===== config.mk =====
export PLATFORM = sky130hd
export DESIGN_NAME = pulse_frequency_meter
export DESIGN_NICKNAME = d
export VERILOG_FILES = /design/src/rtl/pulse_frequency_meter.sv
export SDC_FILE = /design/constraint.sdc
export NUM_CORES = 1
export LEC_CHECK = 0
export ABC_CLOCK_PERIOD_IN_PS = 6500
export BUFFER_PORTS_ARGS = -buffer_cell sky130_fd_sc_hd__buf_2
export CAP_MARGIN = 20
export CORE_ASPECT_RATIO = 1.5
export CORE_MARGIN = 2
export CORE_UTILIZATION = 55
export CTS_CLUSTER_DIAMETER = 50
export DETAILED_ROUTE_END_ITERATION = 12
export PLACE_DENSITY = 0.78
export SLEW_MARGIN = 25
export SYNTH_ARGS = -nofsm -noshare
export SYNTH_HDL_FRONTEND = slang
export SYNTH_SLANG_ARGS = --single-unit

===== constraint.sdc =====
create_clock -name clk -period 6.5 [get_ports clk]
set_input_delay 0.325 -clock clk [delete_from_list [all_inputs] [get_ports clk]]
set_output_delay 0.325 -clock clk [all_outputs]
set_load 0.02 [all_outputs]

===== src/rtl/pulse_frequency_meter.sv =====
// Counts rising edges of an asynchronous input over a fixed gate window and reports the total.
// Optional PULSE_FREQ_PERIOD_EN adds an edge-to-edge period measurement.
module pulse_frequency_meter #(
  parameter int unsigned FREQUENCY_IN = 50_000_000,
  parameter int unsigned GATE_CYCLES  = 50_000_000,
  parameter int unsigned COUNT_WIDTH  = 32,
  parameter int unsigned SYNC_STAGES  = 2
) (
  input  logic                   clk,
  input  logic                   rst,
  input  logic                   sig_in,
  input  logic                   enable,
  output logic [COUNT_WIDTH-1:0] freq_out,
  output logic                   freq_valid,
  output logic                   overflow,
  output logic                   busy
`ifdef PULSE_FREQ_PERIOD_EN
  ,
  output logic [31:0]            period_out,
  output logic                   period_valid
`endif
);

  localparam int unsigned GW = $clog2(GATE_CYCLES);
  localparam logic [GW-1:0] GATE_LAST = GW'(GATE_CYCLES - 1);

  if (SYNC_STAGES < 2 || GATE_CYCLES < 2 || FREQUENCY_IN == 0) begin : g_bad_param
    $error("pulse_frequency_meter: illegal parameter value");
  end

  typedef enum logic [1:0] {IDLE, ARM, GATE, REPORT} state_t;

  state_t                 state_q, state_d;
  logic [SYNC_STAGES-1:0] sync_q, sync_d;
  logic                   hist_q, hist_d;
  logic [GW-1:0]          gate_cnt_q, gate_cnt_d;
  logic [COUNT_WIDTH-1:0] edge_cnt_q, edge_cnt_d;
  logic                   ovf_q, ovf_d;
  logic [COUNT_WIDTH-1:0] freq_out_q, freq_out_d;
  logic                   overflow_q, overflow_d;
  logic                   sig_rise;

  // Synchronizer chain followed by one history flop for edge detection
  always_comb begin
    sync_d   = {sync_q[SYNC_STAGES-2:0], sig_in};
    hist_d   = sync_q[SYNC_STAGES-1];
    sig_rise = sync_q[SYNC_STAGES-1] & ~hist_q;
  end

  always_comb begin
    state_d    = state_q;
    gate_cnt_d = '0;
    edge_cnt_d = '0;
    ovf_d      = 1'b0;
    freq_out_d = freq_out_q;
    overflow_d = overflow_q;
    unique case (state_q)
      IDLE:   if (enable) state_d = ARM;
      ARM:    state_d = enable ? GATE : IDLE;
      GATE: begin
        if (!enable) begin
          state_d = IDLE;
        end else begin
          gate_cnt_d = gate_cnt_q + 1'b1;
          edge_cnt_d = edge_cnt_q;
          ovf_d      = ovf_q;
          if (sig_rise) begin
            if (edge_cnt_q == {COUNT_WIDTH{1'b1}}) ovf_d = 1'b1;
            else edge_cnt_d = edge_cnt_q + 1'b1;
          end
          // The final gate cycle's edge is folded into the published result
          if (gate_cnt_q == GATE_LAST) begin
            state_d    = REPORT;
            gate_cnt_d = '0;
            freq_out_d = edge_cnt_d;
            overflow_d = ovf_d;
            edge_cnt_d = '0;
            ovf_d      = 1'b0;
          end
        end
      end
      REPORT: state_d = enable ? GATE : IDLE;
      default: state_d = IDLE;
    endcase
  end

  always_ff @(posedge clk or posedge rst) begin
    if (rst) begin
      state_q    <= IDLE;
      sync_q     <= '0;
      hist_q     <= 1'b0;
      gate_cnt_q <= '0;
      edge_cnt_q <= '0;
      ovf_q      <= 1'b0;
      freq_out_q <= '0;
      overflow_q <= 1'b0;
    end else begin
      state_q    <= state_d;
      sync_q     <= sync_d;
      hist_q     <= hist_d;
      gate_cnt_q <= gate_cnt_d;
      edge_cnt_q <= edge_cnt_d;
      ovf_q      <= ovf_d;
      freq_out_q <= freq_out_d;
      overflow_q <= overflow_d;
    end
  end

  assign freq_out   = freq_out_q;
  assign overflow   = overflow_q;
  assign freq_valid = (state_q == REPORT);
  assign busy       = (state_q == ARM) || (state_q == GATE);

`ifdef PULSE_FREQ_PERIOD_EN
  logic [31:0] per_cnt_q, per_cnt_d;
  logic [31:0] period_out_q, period_out_d;
  logic        per_seen_q, per_seen_d;
  logic        period_valid_q, period_valid_d;

  // Free-running edge-to-edge counter, independent of the gate state machine
  always_comb begin
    per_cnt_d      = (per_cnt_q == 32'hFFFF_FFFF) ? per_cnt_q : per_cnt_q + 32'd1;
    period_out_d   = period_out_q;
    per_seen_d     = per_seen_q;
    period_valid_d = 1'b0;
    if (sig_rise) begin
      per_cnt_d  = 32'd1;
      per_seen_d = 1'b1;
      if (per_seen_q) begin
        period_out_d   = per_cnt_q;
        period_valid_d = 1'b1;
      end
    end
  end

  always_ff @(posedge clk or posedge rst) begin
    if (rst) begin
      per_cnt_q      <= '0;
      period_out_q   <= '0;
      per_seen_q     <= 1'b0;
      period_valid_q <= 1'b0;
    end else begin
      per_cnt_q      <= per_cnt_d;
      period_out_q   <= period_out_d;
      per_seen_q     <= per_seen_d;
      period_valid_q <= period_valid_d;
    end
  end

  assign period_out   = period_out_q;
  assign period_valid = period_valid_q;
`endif

endmodule


==> metrics, run 1 <==
dpl cells=slightly below 600; Hold Buf Count CTS=1; origin of the critical flop-to-flop path=gate_cnt_q[21]$_DFF_PP0_; Setup crit end kind=register; run status=complete, no violations; gr usage total=21.29%; PnR worst setup slack=4087 ps; Worst path depth=6; Largest delay share family, worst path=simple AND/OR/NAND/NOR gates; Max FO, Critical Path=just over 60; pre-CTS setup slack=4073 ps; ANT nets after route=0; Power Density=248.3 nW/um^2; Syn Area/Cell=around 10 um^2; Vias/cell=5.527; first-pass GRT wire length=about 15000 um; number of flops mapped to enable cells by yosys=0; register bit total from synthesis=97; cell chain of the critical path=nand4_1, or4b_1, nor3_2, or2_4, a21oi_1, a41o_1; layout cells sized above 1=20.12%; Gate power share=6.5%; largest family of logic cells by synthesized area=simple AND/OR/NAND/NOR gates; Clock Path Buffers=2; post-route setup TNS=0 ps; DPL Wire Length=6039 um; WL per Instance=around 15 um; WS Path Type=reg -> reg; Port Buf Inserts=38; pin count of the biggest net entering global routing=73; Starting Density=56.04%; Synth top area share=52.12%; routed wire length=8879 um; fin util=62.74%; CTS buffer count=9; Psw=289.5 uW; Crit. Startpoint=gate_cnt_q[21]$_DFF_PP0_; FF-to-FF End=state_q[1]$_DFFE_PP0P_; Pleak=0.002290 uW; Die Ht=approximately 120 um; Syn Std Cell Area=roughly 4700 um^2; Clock Sinks=97; Internal Power=1005 uW; CP arrival=2650 ps; H-tree depth=3; Flop pwr share=between 40% and 50%; RSZ-0062 raised after global routing=no; Synth Area in Adders=1.881%; I/O pins=39; Netlist cell types=46; sequential area share after synthesis=between 50 and 60%; DR DRC count=0; Clock Tree Root=clkbuf_16; slew margin rel.=42.00%; leading post-synthesis cells by cell area=dfrtp_1 (52%), xor2_1 (5.5%), nor2_1 (5.2%), nand2_1 (4.6%), xnor2_1 (4.3%); Post-CTS Resized=0; DR iter-0 viols=184; initial antenna violation count=0; Syn Nets=~460; fin. max-slew vios=0; slowest stage delay, CP=around 620 ps; area delta synth->final=11.96%; post-synthesis mux area share=0%; ant diodes=0; die area=9234 um^2; CP max stage cell=or2_4; final period utilization=a little under two fifths; GPL Wtd Cong=0.8364; Pre-antenna DRT Iters=5; synth cell count leaders=dfrtp_1 (97), nor2_1 (65), nand2_1 (57); Sw Ratio=between 20% and 30%; worst min-delay path category=in -> reg; R2R Setup Slk=4090 ps; number of global-route vias before repair=3322; final non-filler cell total=594; Worst EP required=a little under 7000 ps; MaxCap Viol Count=0; core area=8310 um^2; Fin. Hold Viols=0; share of synthesized flip-flops with an asynchronous set or reset=100.0%; Rows=41; GRT overflow=0; Vias=3283; minimum clock period after layout=2413 ps; Worst-path clk slew=60 ps; Clk pwr share=45.7%; reg2reg path depth=6; Total Nets Final=493; post-synth top area cell=dfrtp_1; Post-Syn Instances=446; setup violators final=0; most numerous cell in the Yosys netlist=dfrtp_1; CTS tree=done; Max Fclk=414.4 MHz; synth warn=0; Top FF cell, synth=dfrtp_1; xor/xnor share of the synthesized area=9.780%; Tightest Pin Transition=between 800 and 900 ps; Post-Synth Simple-Gate Area=roughly a quarter; Worst Path Buf+Inv=0; CP startpoint kind=register; end point of the critical path=state_q[1]$_DFFE_PP0P_; Die Wd=between 70 and 80 um; Post-CTS Setup Bufs=0; Max IR drop VDD=0.0001513 V; worst skew pair latency=between 300 and 400 ps; Final Skew=3.873 ps; WHS Path Cells=1; Compound-Gate Fraction of Synth Area=7.765%
## worst min path at each step
stage                              startpoint                  endpoint  slack (ps)
after floorplan           sync_q[0]$_DFF_PP0_       sync_q[1]$_DFF_PP0_         330
after global placement                    rst  freq_out[13]$_DFFE_PP0P_         330
after detailed placement                  rst  freq_out[15]$_DFFE_PP0P_         340
after CTS                              sig_in       sync_q[0]$_DFF_PP0_          70
after global routing                   sig_in       sync_q[0]$_DFF_PP0_          80
final                                  sig_in       sync_q[0]$_DFF_PP0_          80
## through the flow
| step | area (um^2) | total power (uW) | hold slack, ps |
|---|---|---|---|
| 3_3_place_gp | 4861 | 709.5 | 329.4 |
| 4_1_cts | 5214 | 1307 | 74.79 |
| 6_report | 5214 | 1294 | 77.98 |
| 2_1_floorplan | 4657 | 699.6 | 331.2 |
| 5_1_grt | 5214 | 1343 | 75.79 |
| 3_5_place_dp | 4863 | 717.2 | 339.4 |
## layout make-up
type                            count  area (um^2)
Inverter                           12        46.29
Clock inverter                      4        73.82
Clock buffer                       12        266.5
Timing Repair Buffer               41        215.2
Fill cell                         705         3097
Multi-Input combinational cell    321         2051
Sequential cell                    97         2427
Tap cell                          107        133.9
## flip-flops by register name, indices dropped and copies added (netlist names)
signal / flops
ovf_q: 1
overflow: 1
gate_cnt_q: 26
hist_q: 1
sync_q: 2
edge_cnt_q: 32
state_q: 2
freq_out: 32
## metal layers
| layer | vias to the layer above | wire length [um] | track usage, % |
|---|---|---|---|
| met5 | - | 0 | 0 |
| li1 | 1597 | - | - |
| met1 | 1604 | 3454 | 24.16 |
| met3 | 23 | 310 | 4.869 |
| met2 | 59 | 4858 | 37.06 |
| met4 | 0 | 255 | 11.61 |
## layout by cell type, fill, tap and decap left out, types with 2 or more instances in the layout
master and count:
nor4_4 2, clkinv_2 2, or3_1 2, clkbuf_8 3, nor4_1 2, dfrtp_1 97, bufinv_16 2, buf_4 2
and4_1 4, xnor2_1 23, buf_2 38, nor3b_1 4, nor3_1 6, xor2_1 29, a21oi_1 7, ha_1 7
o21ai_0 4, nand2_1 57, a31oi_1 3, nor2b_1 2, nand3_1 25, clkbuf_16 9, nand4_2 3, or2_2 2
nor4_2 2, inv_1 11, o21ai_1 12, nor4b_2 2, and3_1 7, nand4_1 13, nor2_1 65, o21ai_2 19
## power by group through the flow
stage               clock [uW]  combinational, uW  sequential, uW
finish                     591               83.9             619
global route               627               95.3             620
CTS                        601               87.0             619
detailed placement           0               86.3             631
global placement             0               79.7             630
floorplan                    0               70.9             629
## logic make-up (layout without fill, tap and decap cells)
| logic type | count (synthesis) | count (layout) |
|---|---|---|
| compound gates | 51 | 51 |
| xor+xnor | 52 | 52 |
| fa+ha+maj | 7 | 7 |
| buf+inv | 28 | 69 |
| flops | 97 | 97 |
| simple gates | 211 | 211 |
(Power assumes the default switching activity.)
==> run 2: changes to the inputs <==
Settings changed: ABC_CLOCK_PERIOD_IN_PS 6500 to 2300.
Clock period 6.5 ns to 2.3 ns, I/O delays scaled along.
==> metrics, run 2 (synthesized netlist as in run 1, its figures left out) <==
run status=complete, no violations; CP startpoint kind=register; Die Ht=116.7 um (unchanged); GRT overflow=0 (unchanged); first-pass GRT wire length=15070 um (-0.64%); CP arrival=2310 ps (-340 ps); routed wire length=8901 um (+0.25%); pin count of the biggest net entering global routing=98 (+34%); Worst-path clk slew=60 ps (about the same); final period utilization=90.81% (+54 points); final non-filler cell total=601 (+1.2%); Max IR drop VDD=0.0004274 V (+180%); dpl cells=583 (+1.0%); fin. max-slew vios=0 (unchanged); Clock Tree Root=clkbuf_16; Max FO, Critical Path=7 (-89%); minimum clock period after layout=2089 ps (-324.7 ps); setup violators final=0 (unchanged); die area=9234 um^2 (unchanged); Pleak=0.002300 uW (+0.46%); Starting Density=56.04% (unchanged); Hold Buf Count CTS=2 (+1); WS Path Type=reg -> reg; CTS buffer count=9 (unchanged); core area=8310 um^2 (unchanged); number of global-route vias before repair=3271 (-1.5%); commonest non-fill, non-tap cell in the layout=dfrtp_1; Hold Slack=92.65 ps (+14.67 ps); WL per Instance=14.81 um (-0.92%); Sw Ratio=23.42% (+1.1 points); H-tree depth=3 (unchanged); Total Nets Final=500 (+1.4%); Final Skew=7.829 ps (+3.956 ps); Port Buf Inserts=38 (unchanged); DPL Wire Length=6224 um (+3.1%); Setup crit end kind=register; Vias=3221 (-1.9%); layout cells sized above 1=20.45% (+0.32 points); Worst EP required=2520 ps (-4220 ps); Tot Pwr=3403 uW (+160%); Pre-antenna DRT Iters=4 (-1); ant diodes=0 (unchanged); DR iter-0 viols=164 (-11%); Clock Path Buffers=2 (unchanged); area delta synth->final=12.57%; Psw=797.1 uW (+180%); Post-CTS Setup Bufs=0 (unchanged); worst min-delay path category=in -> reg; Flop pwr share=51.5% (+3.7 points); fill count=705 (unchanged); Post-CTS Resized=0 (unchanged); post-route setup TNS=0 ps (unchanged); Vias/cell=5.359 (-3.0%); Gate power share=7.6% (+1.1 points); RSZ-0062 raised after global routing=no; Internal Power=2606 uW (+160%); ANT nets after route=0 (unchanged); I/O pins=39 (unchanged); Die Wd=79.13 um (unchanged); most frequent cells in the layout=dfrtp_1 (97), nor2_1 (65), nand2_1 (57); MaxCap Viol Count=0 (unchanged); Max Fclk=478.8 MHz (+16%); Fin. Hold Viols=0 (unchanged); Rows=41 (unchanged); slew margin rel.=66.55% (+25 points); Power Density=649.1 nW/um^2 (+160%); gr usage total=21.15% (-0.14 points); initial antenna violation count=0 (unchanged); worst skew pair latency=340 ps (about the same); DR DRC count=0 (unchanged); Clk pwr share=40.9% (-4.8 points); Tightest Pin Transition=497.2 ps (-372.9 ps); GPL Wtd Cong=0.8504 (+1.7%); Clock Sinks=97 (unchanged); CTS tree=done
run 2: cell count changes in the layout (fill, tap and decap cells not counted), sizes merged:
cell         change
bufinv           -2
dlygate4sd3      +1
clkbuf           +2
clkinv           -2
clkinvlp         +2
buf              +6
run 2: worst paths after layout:
check	startpoint	to	slack (ps)	cells past startpoint
min reg2reg	sync_q[0]$_DFF_PP0_	sync_q[1]$_DFF_PP0_	350	0
max in group asynchronous	rst	freq_out[2]$_DFFE_PP0P_	1470	4
min in group asynchronous	rst	edge_cnt_q[17]$_DFF_PP0_	470	4
max	edge_cnt_q[0]$_DFF_PP0_	freq_out[20]$_DFFE_PP0P_	210	7
min	enable	gate_cnt_q[6]$_DFF_PP0_	90	3
max reg2reg	edge_cnt_q[0]$_DFF_PP0_	freq_out[20]$_DFFE_PP0P_	210	7
run 2: final cells by class:
| type | instances | area, um^2 | area share [%] |
|---|---|---|---|
| sequential | 97 | 2427 | 46.30 |
| clock inverter | 2 | 12.51 | 0.2387 |
| multi-input combinational | 321 | 2048 | 39.07 |
| timing repair buffer | 48 | 307.8 | 5.871 |
| clock buffer | 14 | 264.0 | 5.036 |
| tap | 107 | 133.9 | 2.554 |
| inverter | 12 | 48.80 | 0.9308 |
run 2: power groups by stage:
stage	clock network [uW]	registers, uW	logic, uW
3_5_place_dp	0	1780	262
3_3_place_gp	0	1780	245
4_1_cts	1430	1750	266
2_1_floorplan	0	1780	201
5_1_grt	1490	1760	293
6_report	1390	1750	259
run 2: routing by layer:
layer  wire (um)  global-route usage (%)
met1        3655                   24.19
met5           0                       0
met4         123                   8.621
met2        4911                   38.53
met3         212                   4.173
run 2: through the flow:
step / util [%] / area [um^2] / setup slack (ps)
final: 63.08 / 5243 / 211.4
after floorplan: - / 4661 / 465.6
after global placement: 59.52 / 4946 / 230.5
after global routing: 63.08 / 5243 / 21.79
after detailed placement: 59.52 / 4946 / 195.0
after CTS: 63.08 / 5243 / 189.5
run 2: critical path, cell delays in order (launching register included):
cell and delay (ps):
dfrtp_1 390, ha_1 190, nand3_1 120, nor4b_4 320, nand4_2 240, a211oi_1 420, xnor2_1 210, o21ai_2 80
==> run 3: changes to the inputs <==
Settings changed: RECOVER_POWER from default to 25.
==> metrics, run 3 (synthesized netlist as in run 1, its figures left out) <==
pin count of the biggest net entering global routing=98 (unchanged); Die Wd=79.13 um (unchanged); Clk pwr share=40.9% (about the same); setup violators final=0 (unchanged); Die Ht=116.7 um (unchanged); WS Path Type=reg -> reg; Power Density=650.1 nW/um^2 (+0.15%); gr usage total=21.15% (unchanged); first-pass GRT wire length=15070 um (unchanged); Starting Density=56.04% (unchanged); Internal Power=2603 uW (-0.11%); Vias=3233 (+0.37%); metal3 WL=208 um (-1.9%); Max FO, Critical Path=7 (unchanged); ant diodes=0 (unchanged); CTS tree=done; GPL Wtd Cong=0.8504 (unchanged); Crit. Startpoint=edge_cnt_q[0]$_DFF_PP0_; Vias/cell=5.379 (+0.37%); HP Start=enable; final period utilization=91.23% (+0.43 points); CP startpoint kind=register; die area=9234 um^2 (unchanged); Gate power share=7.5% (about the same); most frequent cells in the layout=dfrtp_1 (97), nor2_1 (65), nand2_1 (57); Clock Tree Root=clkbuf_16; Max Fclk=476.6 MHz (-0.47%); area delta synth->final=12.28%; fin. max-slew vios=0 (unchanged); layout cells sized above 1=20.24% (-0.20 points); post-route setup TNS=0 ps (unchanged); Port Buf Inserts=38 (unchanged); H-tree depth=3 (unchanged); cell chain of the critical path=ha_1, nand3_1, nor4b_4, nand4_2, a211oi_1, xnor2_1, o21ai_2; final non-filler cell total=601 (unchanged); routed wire length=8916 um (+0.17%); Worst EP required=2520 ps (about the same); slew margin rel.=16.06% (-50 points); MaxCap Viol Count=0 (unchanged); Clock Path Buffers=2 (unchanged); core area=8310 um^2 (unchanged); CTS buffer count=9 (unchanged); dpl cells=583 (unchanged); ANT nets after route=0 (unchanged); Sw Ratio=23.42% (about the same); WL met2=4938 um (+0.55%); Pleak=0.002293 uW (-0.33%); DR DRC count=0 (unchanged); worst skew pair latency=340 ps (about the same); wire length on met1=3645 um (-0.27%); Clock Sinks=97 (unchanged); Tightest Pin Transition=1259 ps (+761.9 ps); Psw=796.0 uW (-0.14%); Fin. Hold Viols=0 (unchanged); Final Skew=7.118 ps (-0.7113 ps); slowest stage delay, CP=420 ps (about the same); commonest non-fill, non-tap cell in the layout=dfrtp_1; highest metal used=met4; WL per Instance=14.84 um (+0.17%); Rows=41 (unchanged); minimum clock period after layout=2098 ps (+9.839 ps); DPL Wire Length=6224 um (unchanged); worst min-delay path category=in -> reg; Max IR drop VDD=0.0004271 V (about the same); run status=complete, no violations; Flop pwr share=51.6% (about the same); Post-CTS Setup Bufs=0 (unchanged); CP max stage cell=a211oi_1; CP arrival=2320 ps (about the same); origin of the critical flop-to-flop path=edge_cnt_q[0]$_DFF_PP0_; Pre-antenna DRT Iters=4 (unchanged); number of global-route vias before repair=3271 (unchanged); Setup crit end kind=register; RSZ-0062 raised after global routing=no; I/O pins=39 (unchanged); DR iter-0 viols=186 (+13%); Total Nets Final=500 (unchanged); Worst-path clk slew=60 ps (about the same); initial antenna violation count=0 (unchanged); GRT overflow=0 (unchanged)
run 3: power groups by stage:
| stage | Combinational (uW) | Sequential (uW) | Clock, uW |
|---|---|---|---|
| 5_1_grt | 290 | 1760 | 1490 |
| 2_1_floorplan | 201 | 1780 | 0 |
| 6_report | 255 | 1750 | 1390 |
| 3_5_place_dp | 262 | 1780 | 0 |
| 3_3_place_gp | 245 | 1780 | 0 |
| 4_1_cts | 266 | 1750 | 1430 |
run 3: timing repair:
action / in CTS / in global routing
endpoints found under the setup margin: 0 / 0
gates resized for setup: 0 / 0
endpoints found under the hold margin: 98 / 0
hold buffers: 2 / 0
run 3: layout make-up:
cell class,instances,area (um^2)
flip-flops and latches,97,2427
inverters,12,48.80
clock buffers,14,264.0
repair buffers,48,294.0
fillers,708,3082
well taps,107,133.9
clock inverters,2,12.51
multi-input cells,321,2048
run 3: critical path: cells and delay by family, from the launching register on:
kind	cells	cell delay, ps
compound gates	2	500
xor+xnor	1	210
fa+ha+maj	1	190
flops	1	390
simple gates	3	680
run 3: final timing paths:
kind	endpoint	slack, ps	cells past startpoint
min	gate_cnt_q[6]$_DFF_PP0_	90	3
max reg2reg	freq_out[20]$_DFFE_PP0P_	200	7
max in group asynchronous	edge_cnt_q[31]$_DFF_PP0_	730	4
min reg2reg	sync_q[1]$_DFF_PP0_	350	0
min in group asynchronous	edge_cnt_q[13]$_DFF_PP0_	790	4
max	freq_out[20]$_DFFE_PP0P_	200	7
run 3: layer usage:
metal  vias to the layer above  track usage, %
met3                        10           4.173
met1                      1576           24.19
met5                         -               0
li1                       1599               -
met4                         0           8.621
met2                        48           38.53
run 3: per-stage QoR:
| stage | total power [uW] | util (%) | setup slack [ps] | hold WS [ps] | instance area, um^2 |
|---|---|---|---|---|---|
| 2_1_floorplan | 1978 | - | 465.6 | 146.4 | 4661 |
| 6_report | 3399 | 62.92 | 201.6 | 92.01 | 5229 |
| 3_5_place_dp | 2045 | 59.52 | 195.0 | 229.8 | 4946 |
| 3_3_place_gp | 2025 | 59.52 | 230.5 | 225.7 | 4946 |
| 5_1_grt | 3539 | 62.92 | 21.79 | 121.1 | 5229 |
| 4_1_cts | 3444 | 63.08 | 189.5 | 87.48 | 5243 |
